==> src/rtl/execute_hazard_ctrl_pkg.sv <==
// Shared constants for the execute-stage hazard controller: forward selects,
// multi-cycle FSM states and the occupancy counter width.
package execute_hazard_ctrl_pkg;
  localparam logic [1:0] FWD_REG = 2'b00;
  localparam logic [1:0] FWD_W   = 2'b01;
  localparam logic [1:0] FWD_M   = 2'b10;
  localparam int         CNT_W   = 4;

  typedef enum logic [1:0] {
    ST_IDLE,
    ST_BUSY,
    ST_RELEASE
  } hz_state_e;
endpackage

==> src/rtl/execute_hazard_ctrl_if.sv <==
// Pipeline <-> hazard controller bundle. master = pipeline side, slave = controller.
interface execute_hazard_ctrl_if;
  logic [4:0] rs1_D, rs2_D, rs1_E, rs2_E, rd_E, rd_M, rd_W;
  logic       register_file_wr_en_E, sel_result_E;
  logic       register_file_wr_en_M, register_file_wr_en_W;
  logic       branch_taken_E, mc_op_E;
  logic [1:0] fwdA_E, fwdB_E;
  logic       stall_F, stall_D, stall_E, flush_D, flush_E, flush_M;
  logic       mc_busy, mc_done;

  modport master (
    output rs1_D, rs2_D, rs1_E, rs2_E, rd_E, rd_M, rd_W,
           register_file_wr_en_E, sel_result_E,
           register_file_wr_en_M, register_file_wr_en_W,
           branch_taken_E, mc_op_E,
    input  fwdA_E, fwdB_E, stall_F, stall_D, stall_E,
           flush_D, flush_E, flush_M, mc_busy, mc_done
  );

  modport slave (
    input  rs1_D, rs2_D, rs1_E, rs2_E, rd_E, rd_M, rd_W,
           register_file_wr_en_E, sel_result_E,
           register_file_wr_en_M, register_file_wr_en_W,
           branch_taken_E, mc_op_E,
    output fwdA_E, fwdB_E, stall_F, stall_D, stall_E,
           flush_D, flush_E, flush_M, mc_busy, mc_done
  );
endinterface

==> src/rtl/hazard_fwd_sel.sv <==
// Per-operand bypass select: the younger M-stage result wins over W; x0 never forwards.
module hazard_fwd_sel
  import execute_hazard_ctrl_pkg::*;
(
  input  logic [4:0] rs_i,
  input  logic [4:0] rd_m_i,
  input  logic       we_m_i,
  input  logic [4:0] rd_w_i,
  input  logic       we_w_i,
  output logic [1:0] fwd_o
);
  always_comb begin
    fwd_o = FWD_REG;
    if (we_m_i && (rd_m_i != 5'd0) && (rd_m_i == rs_i))
      fwd_o = FWD_M;
    else if (we_w_i && (rd_w_i != 5'd0) && (rd_w_i == rs_i))
      fwd_o = FWD_W;
  end
endmodule

==> src/rtl/execute_hazard_ctrl.sv <==
// Execute-stage hazard control: operand forwarding, load-use stall, branch flush
// and multi-cycle op occupancy. Define HAZARD_PERF_CNT_EN for stall/flush counters.
module execute_hazard_ctrl
  import execute_hazard_ctrl_pkg::*;
#(
  parameter int MC_LATENCY = 4
) (
  input  logic                clk,
  input  logic                clr_n,
  execute_hazard_ctrl_if.slave hz
`ifdef HAZARD_PERF_CNT_EN
  ,
  output logic [31:0]         stall_cnt,
  output logic [31:0]         flush_cnt
`endif
);
  hz_state_e         state_q, state_d;
  logic [CNT_W-1:0]  cnt_q, cnt_d;
  logic [1:0][4:0]   rs_e;
  logic [1:0][1:0]   fwd;
  logic              load_use, occupied, free;

  assign rs_e = {hz.rs2_E, hz.rs1_E};

  for (genvar g = 0; g < 2; g++) begin : g_fwd
    hazard_fwd_sel u_fwd (
      .rs_i   (rs_e[g]),
      .rd_m_i (hz.rd_M),
      .we_m_i (hz.register_file_wr_en_M),
      .rd_w_i (hz.rd_W),
      .we_w_i (hz.register_file_wr_en_W),
      .fwd_o  (fwd[g])
    );
  end

  always_ff @(posedge clk) begin
    if (!clr_n) begin
      state_q <= ST_IDLE;
      cnt_q   <= '0;
    end else begin
      state_q <= state_d;
      cnt_q   <= cnt_d;
    end
  end

  assign load_use = hz.sel_result_E && hz.register_file_wr_en_E && (hz.rd_E != 5'd0) &&
                    ((hz.rd_E == hz.rs1_D) || (hz.rd_E == hz.rs2_D));
  // The op's first occupancy cycle is the IDLE cycle in which it arrives.
  assign occupied = (state_q == ST_BUSY) || ((state_q == ST_IDLE) && hz.mc_op_E);
  assign free     = !occupied;

  always_comb begin
    state_d = state_q;
    cnt_d   = cnt_q;
    unique case (state_q)
      ST_IDLE: if (hz.mc_op_E) begin
        cnt_d = CNT_W'(MC_LATENCY - 2);
        // A 2-cycle op is fully covered by the arrival cycle plus RELEASE.
        state_d = (MC_LATENCY == 2) ? ST_RELEASE : ST_BUSY;
      end
      ST_BUSY: begin
        if (cnt_q != '0) cnt_d = cnt_q - 1'b1;
        if (cnt_q <= CNT_W'(1)) state_d = ST_RELEASE;
      end
      ST_RELEASE: state_d = ST_IDLE;
      default:    state_d = ST_IDLE;
    endcase
  end

  always_comb begin
    hz.fwdA_E  = FWD_REG;
    hz.fwdB_E  = FWD_REG;
    hz.stall_F = 1'b0;
    hz.stall_D = 1'b0;
    hz.stall_E = 1'b0;
    hz.flush_D = 1'b0;
    hz.flush_E = 1'b0;
    hz.flush_M = 1'b0;
    hz.mc_busy = 1'b0;
    hz.mc_done = 1'b0;
    if (clr_n) begin
      hz.fwdA_E  = fwd[0];
      hz.fwdB_E  = fwd[1];
      hz.mc_done = (state_q == ST_RELEASE);
      if (occupied) begin
        hz.stall_F = 1'b1;
        hz.stall_D = 1'b1;
        hz.stall_E = 1'b1;
        hz.flush_M = 1'b1;
        hz.mc_busy = 1'b1;
      end else if (free && hz.branch_taken_E) begin
        hz.flush_D = 1'b1;
        hz.flush_E = 1'b1;
      end else if (free && load_use) begin
        hz.stall_F = 1'b1;
        hz.stall_D = 1'b1;
        hz.flush_E = 1'b1;
      end
    end
  end

`ifdef HAZARD_PERF_CNT_EN
  logic [31:0] stall_cnt_q, flush_cnt_q;

  always_ff @(posedge clk) begin
    if (!clr_n) begin
      stall_cnt_q <= '0;
      flush_cnt_q <= '0;
    end else begin
      stall_cnt_q <= stall_cnt_q + {31'd0, hz.stall_D};
      flush_cnt_q <= flush_cnt_q + {31'd0, hz.flush_E};
    end
  end

  assign stall_cnt = stall_cnt_q;
  assign flush_cnt = flush_cnt_q;
`endif
endmodule

==> src/flat_wrapper.sv <==
// flat-port wrapper written by rule: the top's interface ports become plain ports
module execute_hazard_ctrl_flat import execute_hazard_ctrl_pkg::*;
#(
  parameter int MC_LATENCY = 4
)
  (clk, clr_n, hz_rs1_D, hz_rs2_D, hz_rs1_E, hz_rs2_E, hz_rd_E, hz_rd_M, hz_rd_W, hz_register_file_wr_en_E, hz_sel_result_E, hz_register_file_wr_en_M, hz_register_file_wr_en_W, hz_branch_taken_E, hz_mc_op_E, hz_fwdA_E, hz_fwdB_E, hz_stall_F, hz_stall_D, hz_stall_E, hz_flush_D, hz_flush_E, hz_flush_M, hz_mc_busy, hz_mc_done);
  execute_hazard_ctrl_if hz_i ();
  input  logic clk;
  input  logic clr_n;
  input wire logic [$bits(hz_i.rs1_D)-1:0] hz_rs1_D;
  input wire logic [$bits(hz_i.rs2_D)-1:0] hz_rs2_D;
  input wire logic [$bits(hz_i.rs1_E)-1:0] hz_rs1_E;
  input wire logic [$bits(hz_i.rs2_E)-1:0] hz_rs2_E;
  input wire logic [$bits(hz_i.rd_E)-1:0] hz_rd_E;
  input wire logic [$bits(hz_i.rd_M)-1:0] hz_rd_M;
  input wire logic [$bits(hz_i.rd_W)-1:0] hz_rd_W;
  input wire logic [$bits(hz_i.register_file_wr_en_E)-1:0] hz_register_file_wr_en_E;
  input wire logic [$bits(hz_i.sel_result_E)-1:0] hz_sel_result_E;
  input wire logic [$bits(hz_i.register_file_wr_en_M)-1:0] hz_register_file_wr_en_M;
  input wire logic [$bits(hz_i.register_file_wr_en_W)-1:0] hz_register_file_wr_en_W;
  input wire logic [$bits(hz_i.branch_taken_E)-1:0] hz_branch_taken_E;
  input wire logic [$bits(hz_i.mc_op_E)-1:0] hz_mc_op_E;
  output wire logic [$bits(hz_i.fwdA_E)-1:0] hz_fwdA_E;
  output wire logic [$bits(hz_i.fwdB_E)-1:0] hz_fwdB_E;
  output wire logic [$bits(hz_i.stall_F)-1:0] hz_stall_F;
  output wire logic [$bits(hz_i.stall_D)-1:0] hz_stall_D;
  output wire logic [$bits(hz_i.stall_E)-1:0] hz_stall_E;
  output wire logic [$bits(hz_i.flush_D)-1:0] hz_flush_D;
  output wire logic [$bits(hz_i.flush_E)-1:0] hz_flush_E;
  output wire logic [$bits(hz_i.flush_M)-1:0] hz_flush_M;
  output wire logic [$bits(hz_i.mc_busy)-1:0] hz_mc_busy;
  output wire logic [$bits(hz_i.mc_done)-1:0] hz_mc_done;
  assign hz_i.rs1_D = hz_rs1_D;
  assign hz_i.rs2_D = hz_rs2_D;
  assign hz_i.rs1_E = hz_rs1_E;
  assign hz_i.rs2_E = hz_rs2_E;
  assign hz_i.rd_E = hz_rd_E;
  assign hz_i.rd_M = hz_rd_M;
  assign hz_i.rd_W = hz_rd_W;
  assign hz_i.register_file_wr_en_E = hz_register_file_wr_en_E;
  assign hz_i.sel_result_E = hz_sel_result_E;
  assign hz_i.register_file_wr_en_M = hz_register_file_wr_en_M;
  assign hz_i.register_file_wr_en_W = hz_register_file_wr_en_W;
  assign hz_i.branch_taken_E = hz_branch_taken_E;
  assign hz_i.mc_op_E = hz_mc_op_E;
  assign hz_fwdA_E = hz_i.fwdA_E;
  assign hz_fwdB_E = hz_i.fwdB_E;
  assign hz_stall_F = hz_i.stall_F;
  assign hz_stall_D = hz_i.stall_D;
  assign hz_stall_E = hz_i.stall_E;
  assign hz_flush_D = hz_i.flush_D;
  assign hz_flush_E = hz_i.flush_E;
  assign hz_flush_M = hz_i.flush_M;
  assign hz_mc_busy = hz_i.mc_busy;
  assign hz_mc_done = hz_i.mc_done;
  execute_hazard_ctrl #(.MC_LATENCY(MC_LATENCY)) u_core (.clk(clk), .clr_n(clr_n), .hz(hz_i));
endmodule
==> config.mk <==
export PLATFORM = sky130hd
export DESIGN_NAME = execute_hazard_ctrl_flat
export DESIGN_NICKNAME = d
export VERILOG_FILES = /design/src/rtl/execute_hazard_ctrl_pkg.sv /design/src/rtl/execute_hazard_ctrl_if.sv /design/src/rtl/hazard_fwd_sel.sv /design/src/rtl/execute_hazard_ctrl.sv /design/src/flat_wrapper.sv
export SDC_FILE = /design/constraint.sdc
export NUM_CORES = 1
export LEC_CHECK = 0
export CORE_MARGIN = 2
export CORE_UTILIZATION = 37
export CTS_CLUSTER_DIAMETER = 200
export DETAILED_ROUTE_END_ITERATION = 8
export PLACE_DENSITY = 0.83
export SLEW_MARGIN = 30
export SYNTH_ARGS = -nofsm -noshare
export SYNTH_HDL_FRONTEND = slang
export SYNTH_SLANG_ARGS = --single-unit
==> constraint.sdc <==
create_clock -name clk -period 4.6 [get_ports clk]
set_clock_uncertainty 0.1 [all_clocks]
set_input_delay 0.46 -clock clk [delete_from_list [all_inputs] [get_ports clk]]
set_output_delay 0.46 -clock clk [all_outputs]
set_load 0.005 [all_outputs]
# --- After elaboration in Yosys (flattened, before gate mapping) ---
# Index checks and enable logic that the tools add are counted.
classes:
  n_addsub: 1
  multipliers: 0
  div: 0
  magnitude_cmp: 1
  eq_ne: 11
  shifts: 0
  muxes: 25
  bitwise_logic: 0
  n_reduce_logical: 23
op_table:
  columns: ["cell", "count"]
  rows:
  - ["$eq A5 B5 Y1", 6]
  - ["$mux W1", 15]
  - ["$reduce_bool A5 Y1", 3]
  - ["$logic_and A1 B1 Y1", 12]
  - ["$mux W2", 6]
  - ["$mux W4", 2]
  - ["$pmux W4 S2", 1]
  - ["$ne A2 B2 Y1 const B", 3]
  - ["$le A4 B1 Y1 const B", 1]
  - ["$pmux W2 S2", 1]
  - ["$reduce_bool A4 Y1", 1]
  - ["$sub A4 B1 Y4 const B", 1]
  - ["$reduce_and A3 Y1", 1]
  - ["$eq A2 B1 Y1 const B", 1]
  - ["$eq A2 B2 Y1 const B", 1]
  - ["$logic_not A2 Y1", 1]
  - ["$logic_or A1 B1 Y1", 2]
  - ["$reduce_and A2 Y1", 1]
  - ["$reduce_bool A2 Y1", 1]
  - ["$logic_not A1 Y1", 1]
totals:
  regBits: 6
  latchBits: 0
  ram_bits: 0
  romBits: 0
  output_inout_bits: 12
  word_cells: 63
  mem_count: 0

# --- Logic depth before layout (Yosys ltp) ---
# Gate-level depths: netlist (run 1).
logic_depth:
  word_depth: 9
  mapped_depth: 5
  depth_no_buf: 5

# --- Modules after synthesis ---
# From an unflattened synthesis (run 1), not the netlist that was laid out.
unflattened:
  cells_unflattened: 111
  hier_area_um2: 875.8
by_module_without_submodules:
  columns: ["module", "n_inst", "cells_per_inst", "area_per_inst_um2", "seq_area_each_um2"]
  rows:
  - ["execute_hazard_ctrl", 1, 71, 573.0, 120.1]
  - ["hazard_fwd_sel", 2, 20, 151.4, 0.0]

# --- Worst setup path before layout (run 1) ---
# OpenSTA, ideal clock, no wires.
synth_path:
  path_type: "input port to output port"
  start: "in hz_rd_E[2]"
  end: "out hz_stall_F"
  t_arrival_ns: 1.541
  setup_slack_ns: 2.499
  stages: 5
  path_buffers: 1
  path_cell_list: "xor2_1 nor3_1 a22oi_1 o41ai_1 buf_4"
synth_via:
  elab_chain_len: 8
  elab_cells_between_ends: 11
  cone_classes: "2 x eq/ne; 4 x mux; 5 x reduce/logical"
synth_lines:
  columns: ["item", "line_no", "rtl"]
  rows:
  - ["from (decl)", "flat_wrapper.sv:14", "input wire logic [$bits(hz_i.rd_E)-1:0] hz_rd_E;"]
  - ["$eq A5 B5 Y1 / $reduce_bool A5 Y1 (equally long branches)", "execute_hazard_ctrl.sv:47, execute_hazard_ctrl.sv:46", null]
  - ["$logic_or A1 B1 Y1 / $logic_and A1 B1 Y1 (equally long branches)", "execute_hazard_ctrl.sv:47, execute_hazard_ctrl.sv:46", null]
  - ["$logic_and A1 B1 Y1 (*)", "execute_hazard_ctrl.sv:46", "assign load_use = hz.sel_result_E && hz.register_file_wr_en_E && (hz.rd_E != 5'd0) &&"]
  - ["$logic_and A1 B1 Y1 (*)", "execute_hazard_ctrl.sv:94", "end else if (free && load_use) begin"]
  - ["$mux W1 (*) (4 in a row)", null, null]
  - ["to (decl)", "flat_wrapper.sv:25", "output wire logic [$bits(hz_i.stall_F)-1:0] hz_stall_F;"]
# Every way passes the cells marked *; elsewhere a longest branch is shown, timed or not.

# --- Worst setup path in the final report (run 1) ---
layout_path:
  start: "in hz_rd_M[2]"
  end: "out hz_fwdA_E[0]"
layout_via:
  elab_chain_len: 5
  elab_cells_between_ends: 6
  cone_classes: "1 x eq/ne; 2 x mux; 3 x reduce/logical"
layout_lines:
  columns: ["item", "line_no", "rtl"]
  rows:
  - ["from (decl)", "flat_wrapper.sv:15", "input wire logic [$bits(hz_i.rd_M)-1:0] hz_rd_M;"]
  - ["$reduce_bool A5 Y1", "hazard_fwd_sel.sv:14", "if (we_m_i && (rd_m_i != 5'd0) && (rd_m_i == rs_i))"]
  - ["$logic_and A1 B1 Y1", "hazard_fwd_sel.sv:14", null]
  - ["$logic_and A1 B1 Y1 (*)", "hazard_fwd_sel.sv:14", null]
  - ["$mux W2 (*)", "hazard_fwd_sel.sv:14", null]
  - ["$mux W2 (*)", "execute_hazard_ctrl.sv:81", "if (clr_n) begin"]
  - ["to (decl)", "flat_wrapper.sv:23", "output wire logic [$bits(hz_i.fwdA_E)-1:0] hz_fwdA_E;"]
# Marks and branches as above.

==> flow_summary_export.csv, run 1 <==
group,metric,value,unit
final_layout,n_antenna_cell,0,
clock_tree,ctsHtreeMaxLevel,1,
placed_design,i_o_buffers,54,
global_routing,maximum_number_of_pins_on_one_net_before_global_route_repair,12,
timing,report.final.setup_viol,0,
routing,detailedRoute.firstIterationViolations,7,
yosys,yosys.cell_count.top_type,"sky130_fd_sc_hd__xor2_1",
yosys,syn_inst,99,
floorplan,chipHeight,49.9,um
clock_tree,numCtsBuffers,3,
routing,drc,0,
routing,firstDrtPassIters,4,
final_layout,layout_area_growth_over_synthesis,73.1,%
clock_tree,cts_sinks,6,
timing,clock.fmax,318,MHz
floorplan,rows,16,
yosys,synth_top_cells_by_count,"sky130_fd_sc_hd__xor2_1 (22), sky130_fd_sc_hd__xnor2_1 (8), sky130_fd_sc_hd__nor2_1 (7)",
yosys,synth.top_cells.by_area,"sky130_fd_sc_hd__xor2_1 (25%), sky130_fd_sc_hd__dfxtp_1 (15%), sky130_fd_sc_hd__xnor2_1 (9.0%), sky130_fd_sc_hd__nand3_1 (3.8%), sky130_fd_sc_hd__or4_1 (3.8%)",
global_routing,global_route_wire_length_before_repair,4000,um
yosys,synthesis.area,781,um^2
worst_setup_path,start_kind,"primary input",
yosys,largest_family_of_logic_cells_by_synthesized_area,"XOR/XNOR gates",
timing,final_hold_viol_count,0,
yosys,synth_cell_types,32,
run,max-cap-violations,0,
worst_setup_path,register_to_register_path_depth,5,
timing,postLayoutSetupSlackWorst,1460,ps
routing,drt-vias-per-instance,5.08,
global_routing,grt_pass1_vias,949,
floorplan,floorplan.io_pins,55,
clock_tree,clk_latency,240,ps
floorplan,die-width,49.9,um
floorplan,coreArea,0.00198,mm^2
worst_hold_path,count_of_cells_along_the_worst_hold_path,2,
yosys,ys_seq_elements,6,
placed_design,place_worst_setup_slack,1450,ps
clock_tree,maximum_buffer_depth_of_the_clock_tree,2,
global_routing,gr_overflow_total,0,
worst_setup_path,cp_max_fo,3,
power_and_ir_drop,leak,0.530,nW
timing,min_period_over_period,0.683,
yosys,synth-compound-area-share,0.147,
clock_tree,clk_transition_reported_paths,40,ps
yosys,synth_largest_area_cell,"sky130_fd_sc_hd__xor2_1",
power_and_ir_drop,irDropWorstVdd,109,uV
status,status,"finished, final reports clean",
timing,tightest_slew,451,ps
timing,maxSlewHeadroom,0.695,
power_and_ir_drop,power_density,185,mW/mm^2
clock_tree,post_cts_hold_buffer_count,0,
yosys,synth.yosys.warnings,0,
placed_design,dp.final_hpwl,2090,um
clock_tree,post_cts.repair.setup_buffers,0,
final_layout,num-nets-final,199,
yosys,synth-edff-count,0,
global_routing,globalRouteTotalUtil,0.206,
yosys,yosys-mux-area-fraction,0.0128,
routing,routed_wire_length_per_instance,13.1,um
timing,rsz0062_at_grt,"false",
worst_setup_path,timing_worst_setup_path_type,"primary input to output port",
global_routing,antenna_found_initial,0,
timing,period_minus_slack,3140,ps
routing,finalWirelength,2340,um
yosys,synth_top_cell_area_share,0.247,
clock_tree,ctsResizeCount,0,
final_layout,final_layout_size_suffix_gt1_frac,0.0461,
worst_setup_path,critPathRequiredTime,4040,ps
yosys,avg_cell_area_syn,7.89,um^2
floorplan,die_outline_area,0.00249,mm^2
yosys,postSynthNetCount,144,
timing,setup-tns-final,0,ps
clock_tree,cts_tree,"built",
routing,ant_nets,0,
yosys,yosys.area_share.adder,0.0321,
routing,dr_total_vias,909,
yosys,synth-seq-area-share,0.154,
yosys,proportion_of_synthesized_flip_flops_having_asynchronous_set_or_reset,0,
yosys,synth_xor_xnor_area_share,0.337,
yosys,leading_register_cell_type_out_of_synthesis,"sky130_fd_sc_hd__dfxtp_1",
placed_design,place.gp.congestion,0.812,
worst_hold_path,timing.hold.worst.class,"flop to flop",
floorplan,initial_core_util,0.394,
timing,slew_violations,0,
clock_tree,clk_root_buffer_cell,"sky130_fd_sc_hd__clkbuf_4",
worst_setup_path,cp-end-kind,"output port",
yosys,synthSimpleGateAreaFrac,0.255,
worst_setup_path,worstPathArrival,2580,ps
[layer usage]
layer / routed length [um] / part of all wire / vias up / track usage
li1: - / - / 454 / -
met1: 909 / 0.39 / 420 / 0.238
met2: 1240 / 0.53 / 29 / 0.356
met3: 156 / 0.067 / 6 / 0.0364
met4: 32 / 0.014 / 0 / 0.111
met5: 0 / 0 / - / 0
[path summary, 6_finish.rpt]
kind / startpoint / end / slack (ps)
worst max-delay path: hz_rd_M[2] / hz_fwdA_E[0] / 1460
worst min-delay path: u_core.cnt_q[2]$_SDFFE_PN0P_ / u_core.cnt_q[2]$_SDFFE_PN0P_ / 410
worst max register to register: u_core.cnt_q[0]$_SDFFE_PN0P_ / u_core.cnt_q[3]$_SDFFE_PN0P_ / 2880
worst min register to register: u_core.cnt_q[2]$_SDFFE_PN0P_ / u_core.cnt_q[2]$_SDFFE_PN0P_ / 410
[cells in the final DEF (no fill, tap or decap), types with 3 or more instances in the layout]
cell                              count
sky130_fd_sc_hd__xnor2_1              8
sky130_fd_sc_hd__or4_1                4
sky130_fd_sc_hd__clkbuf_4             3
sky130_fd_sc_hd__and2_1               3
sky130_fd_sc_hd__inv_1                6
sky130_fd_sc_hd__nand3_1              6
sky130_fd_sc_hd__nor3_1               4
sky130_fd_sc_hd__nor2_1               7
sky130_fd_sc_hd__clkdlybuf4s50_1     54
sky130_fd_sc_hd__a21oi_1              3
sky130_fd_sc_hd__xor2_1              22
sky130_fd_sc_hd__dfxtp_1              6
[critical path, cell delays in order]
cell,delay (ps)
sky130_fd_sc_hd__clkdlybuf4s50_1,480
sky130_fd_sc_hd__or4_1,560
sky130_fd_sc_hd__o21ai_2,160
sky130_fd_sc_hd__nor4_1,90
sky130_fd_sc_hd__nor4_2,280
sky130_fd_sc_hd__clkdlybuf4s50_1,550
[per-stage QoR]
| stage | cells | power, mW | hold slack [ps] | cell area, um^2 | utilization |
|---|---|---|---|---|---|
| floorplan | 99 | 0.135 | 359 | 781 | - |
| detailed placement | 176 | 0.203 | 401 | 1330 | 0.670 |
| global route | 179 | 0.270 | 439 | 1350 | 0.682 |
| CTS | 179 | 0.253 | 407 | 1350 | 0.682 |
| global placement | 176 | 0.199 | 375 | 1330 | 0.670 |
| finish | 179 | 0.249 | 409 | 1350 | 0.682 |
[cells by family (layout without fill, tap and decap cells)]
family / after synthesis / count (layout)
simple gates: 35 / 35
xor+xnor: 30 / 30
compound gates: 15 / 15
buf+inv: 10 / 63
flops: 6 / 6
fa+ha+maj: 2 / 2
mux: 1 / 1
[sequential cells by signal, summed over array words and instances, names as in the netlist]
register,flops
u_core.cnt_q,4
u_core.state_q,2
[report_power, final]
part / total [mW] / internal (mW) / leakage [nW] / switching (mW)
Combinational: 0.135 / 0.0787 / 0.467 / 0.0560
Clock: 0.0469 / 0.0294 / 0.0138 / 0.0175
Sequential: 0.0677 / 0.0600 / 0.0494 / 0.00770
Total: 0.249 / 0.168 / 0.530 / 0.0812
[cell type report]
type | instances | area, um^2
flip-flops and latches | 6 | 120
clock buffers | 3 | 22.5
repair buffers | 54 | 541
fillers | 166 | 631
multi-input cells | 83 | 612
inverters | 6 | 22.5
well taps | 27 | 33.8
(Power assumes the default switching activity.)
==> inputs of run 2 (changes only) <==
--- a/config.mk
+++ b/config.mk
@@ -6,10 +6,10 @@
 export NUM_CORES = 1
 export LEC_CHECK = 0
 export CORE_MARGIN = 2
-export CORE_UTILIZATION = 37
+export CORE_UTILIZATION = 31
 export CTS_CLUSTER_DIAMETER = 200
 export DETAILED_ROUTE_END_ITERATION = 8
-export PLACE_DENSITY = 0.83
+export PLACE_DENSITY = 0.74
 export SLEW_MARGIN = 30
 export SYNTH_ARGS = -nofsm -noshare
 export SYNTH_HDL_FRONTEND = slang
==> constraint.sdc (replaced) <==
create_clock -name clk -period 2.6 [get_ports clk]
set_clock_uncertainty 0.1 [all_clocks]
set_input_delay 0.26 -clock clk [delete_from_list [all_inputs] [get_ports clk]]
set_output_delay 0.26 -clock clk [all_outputs]
set_load 0.005 [all_outputs]
==> run 2 against run 1 <==
Flip-flop and latch count unchanged. First-iteration DRC count is 110% higher. Critical path depth grew 1. Hold slack gained 9.7 ps.
==> flow_summary_export.csv, run 2 (synthesis results as in run 1) <==
group,metric,value,unit
floorplan,die-width,54.2,um
worst_setup_path,regToRegEndpoint,"u_core.cnt_q[3]$_SDFFE_PN0P_",
timing,final_hold_viol_count,0,
final_layout,final_cell_mix,"sky130_fd_sc_hd__clkdlybuf4s50_1 (50), sky130_fd_sc_hd__xor2_1 (22), sky130_fd_sc_hd__buf_4 (9)",
final_layout,mostFrequentLayoutCell,"sky130_fd_sc_hd__clkdlybuf4s50_1",
final_layout,n_antenna_cell,0,
power_and_ir_drop,combPwrFrac,0.548,
power_and_ir_drop,p_clk_frac,0.195,
floorplan,coreArea,0.00243,mm^2
worst_hold_path,count_of_cells_along_the_worst_hold_path,1,
final_layout,regMostFlops,"u_core.cnt_q",
worst_hold_path,timing.hold.worst.class,"flop to flop",
final_layout,layout_area_growth_over_synthesis,88.5,%
worst_setup_path,worstPathArrival,2160,ps
timing,fin_hold_ws,418,ps
power_and_ir_drop,seqPwrFrac,0.257,
final_layout,num-nets-final,208,
routing,drt-vias-per-instance,4.87,
clock_tree,cts_tree,"built",
worst_setup_path,reg2reg_slack,880,ps
timing,period_minus_slack,2520,ps
timing,min_period_over_period,0.969,
routing,drc,0,
placed_design,standard_cell_area_after_detailed_placement,0.00140,mm^2
floorplan,initial_core_util,0.321,
worst_setup_path,cp_max_fo,2,
timing,report.final.setup_viol,0,
global_routing,global_route_wire_length_before_repair,3880,um
power_and_ir_drop,sw_frac_of_total,0.343,
worst_setup_path,register_to_register_path_depth,5,
final_layout,layout.cell_area.non_filler,0.00147,mm^2
final_layout,finish.cell_count_without_fillers,191,
global_routing,maximum_number_of_pins_on_one_net_before_global_route_repair,11,
routing,ant_nets,0,
clock_tree,numCtsBuffers,3,
routing,detailedRoute.firstIterationViolations,15,
final_layout,largest_register_ff_count,4,
worst_hold_path,whs_endpoint,"u_core.cnt_q[1]$_SDFFE_PN0P_",
timing,tightest_slew,322,ps
worst_setup_path,start_kind,"primary input",
worst_setup_path,critPathRequiredTime,2240,ps
global_routing,grt_pass1_vias,905,
final_layout,reg_top3,"u_core.cnt_q: 4 flops, u_core.state_q: 2 flops",
worst_hold_path,timing.hold.worst.start,"u_core.cnt_q[1]$_SDFFE_PN0P_",
clock_tree,clk_root_buffer_cell,"sky130_fd_sc_hd__clkbuf_4",
floorplan,die_outline_area,0.00294,mm^2
routing,dr_total_vias,931,
clock_tree,clk_latency,250,ps
run,max-cap-violations,0,
worst_setup_path,timing_worst_setup_path_type,"primary input to output port",
power_and_ir_drop,leak,0.635,nW
final_layout,final_layout_size_suffix_gt1_frac,0.143,
routing,firstDrtPassIters,4,
clock_tree,ctsHtreeMaxLevel,1,
placed_design,i_o_buffers,54,
floorplan,chipHeight,54.2,um
timing,maxSlewHeadroom,0.784,
floorplan,rows,18,
global_routing,globalRouteTotalUtil,0.179,
clock_tree,cts_sinks,6,
global_routing,gr_overflow_total,0,
global_routing,antenna_found_initial,0,
placed_design,dp.final_hpwl,2130,um
placed_design,place.gp.congestion,0.803,
placed_design,placed_cells,188,
routing,routed_wire_length_per_instance,12.8,um
power_and_ir_drop,net-switching-power,0.161,mW
power_and_ir_drop,power_density,319,mW/mm^2
power_and_ir_drop,irDropWorstVdd,399,uV
clock_tree,maximum_buffer_depth_of_the_clock_tree,2,
status,status,"finished, final reports clean",
timing,clock.fmax,397,MHz
routing,finalWirelength,2450,um
worst_setup_path,cp-end-kind,"output port",
clock_tree,clk_transition_reported_paths,50,ps
worst_setup_path,timing.rr.start,"u_core.cnt_q[0]$_SDFFE_PN0P_",
floorplan,floorplan.io_pins,55,
timing,slew_violations,0,
power_and_ir_drop,p_int,0.308,mW
-- run 2: worst max path at each step --
stage	startpoint	endpoint	slack (ps)	depth (start not counted)
CTS	hz_rd_E[0]	hz_flush_E	20	6
global route	hz_rd_M[2]	hz_fwdA_E[1]	-20	7
finish	hz_rd_M[2]	hz_fwdA_E[1]	80	7
floorplan	hz_rd_E[2]	hz_stall_F	900	5
detailed placement	hz_rd_W[4]	hz_fwdA_E[0]	-60	6
global placement	hz_rd_W[4]	hz_fwdA_E[0]	-6	6
-- run 2: worst max-delay path, stage by stage --
cell	delay (ps)
sky130_fd_sc_hd__clkdlybuf4s50_1	430
sky130_fd_sc_hd__buf_4	150
sky130_fd_sc_hd__xnor2_1	160
sky130_fd_sc_hd__nand3_1	130
sky130_fd_sc_hd__nor4_2	360
sky130_fd_sc_hd__and2_1	180
sky130_fd_sc_hd__clkdlybuf4s50_1	500
-- run 2: final cells by class --
type | instances | area [um^2]
clock buffer | 3 | 22.5
timing repair buffer | 63 | 614
inverter | 6 | 22.5
sequential | 6 | 120
multi-input combinational | 83 | 654
tap | 30 | 37.5
fill | 215 | 961
-- run 2: repair_timing --
| action | in CTS | in global routing |
|---|---|---|
| cloned | 0 | 0 |
| pin swaps | 0 | 1 |
| resized for setup | 2 | 9 |
| endpoints found under the setup margin | 3 | 6 |
| buffers inserted | 0 | 0 |
| hold buffers | 0 | 0 |
-- run 2: metrics by stage --
step                 util  total power, mW  TNS, ps  worst slack [ps]
CTS                 0.587            0.465        0              17.7
floorplan               -            0.239        0               899
global placement    0.576            0.361    -9.29             -6.13
finish              0.605            0.469        0              80.6
global route        0.605            0.501    -20.1             -20.1
detailed placement  0.576            0.370     -150             -62.5
-- run 2: routing by layer --
metal	wire (um)	track usage
met1	982	0.214
met2	1250	0.307
met5	0	0
met4	42	0.0500
met3	172	0.0528
-- run 2: power groups by stage --
stage / Clock, mW / Combinational [mW] / Sequential (mW)
2_1_floorplan: 0 / 0.121 / 0.118
3_3_place_gp: 0 / 0.241 / 0.120
3_5_place_dp: 0 / 0.248 / 0.121
4_1_cts: 0.0951 / 0.250 / 0.120
5_1_grt: 0.0992 / 0.280 / 0.122
6_report: 0.0916 / 0.257 / 0.120
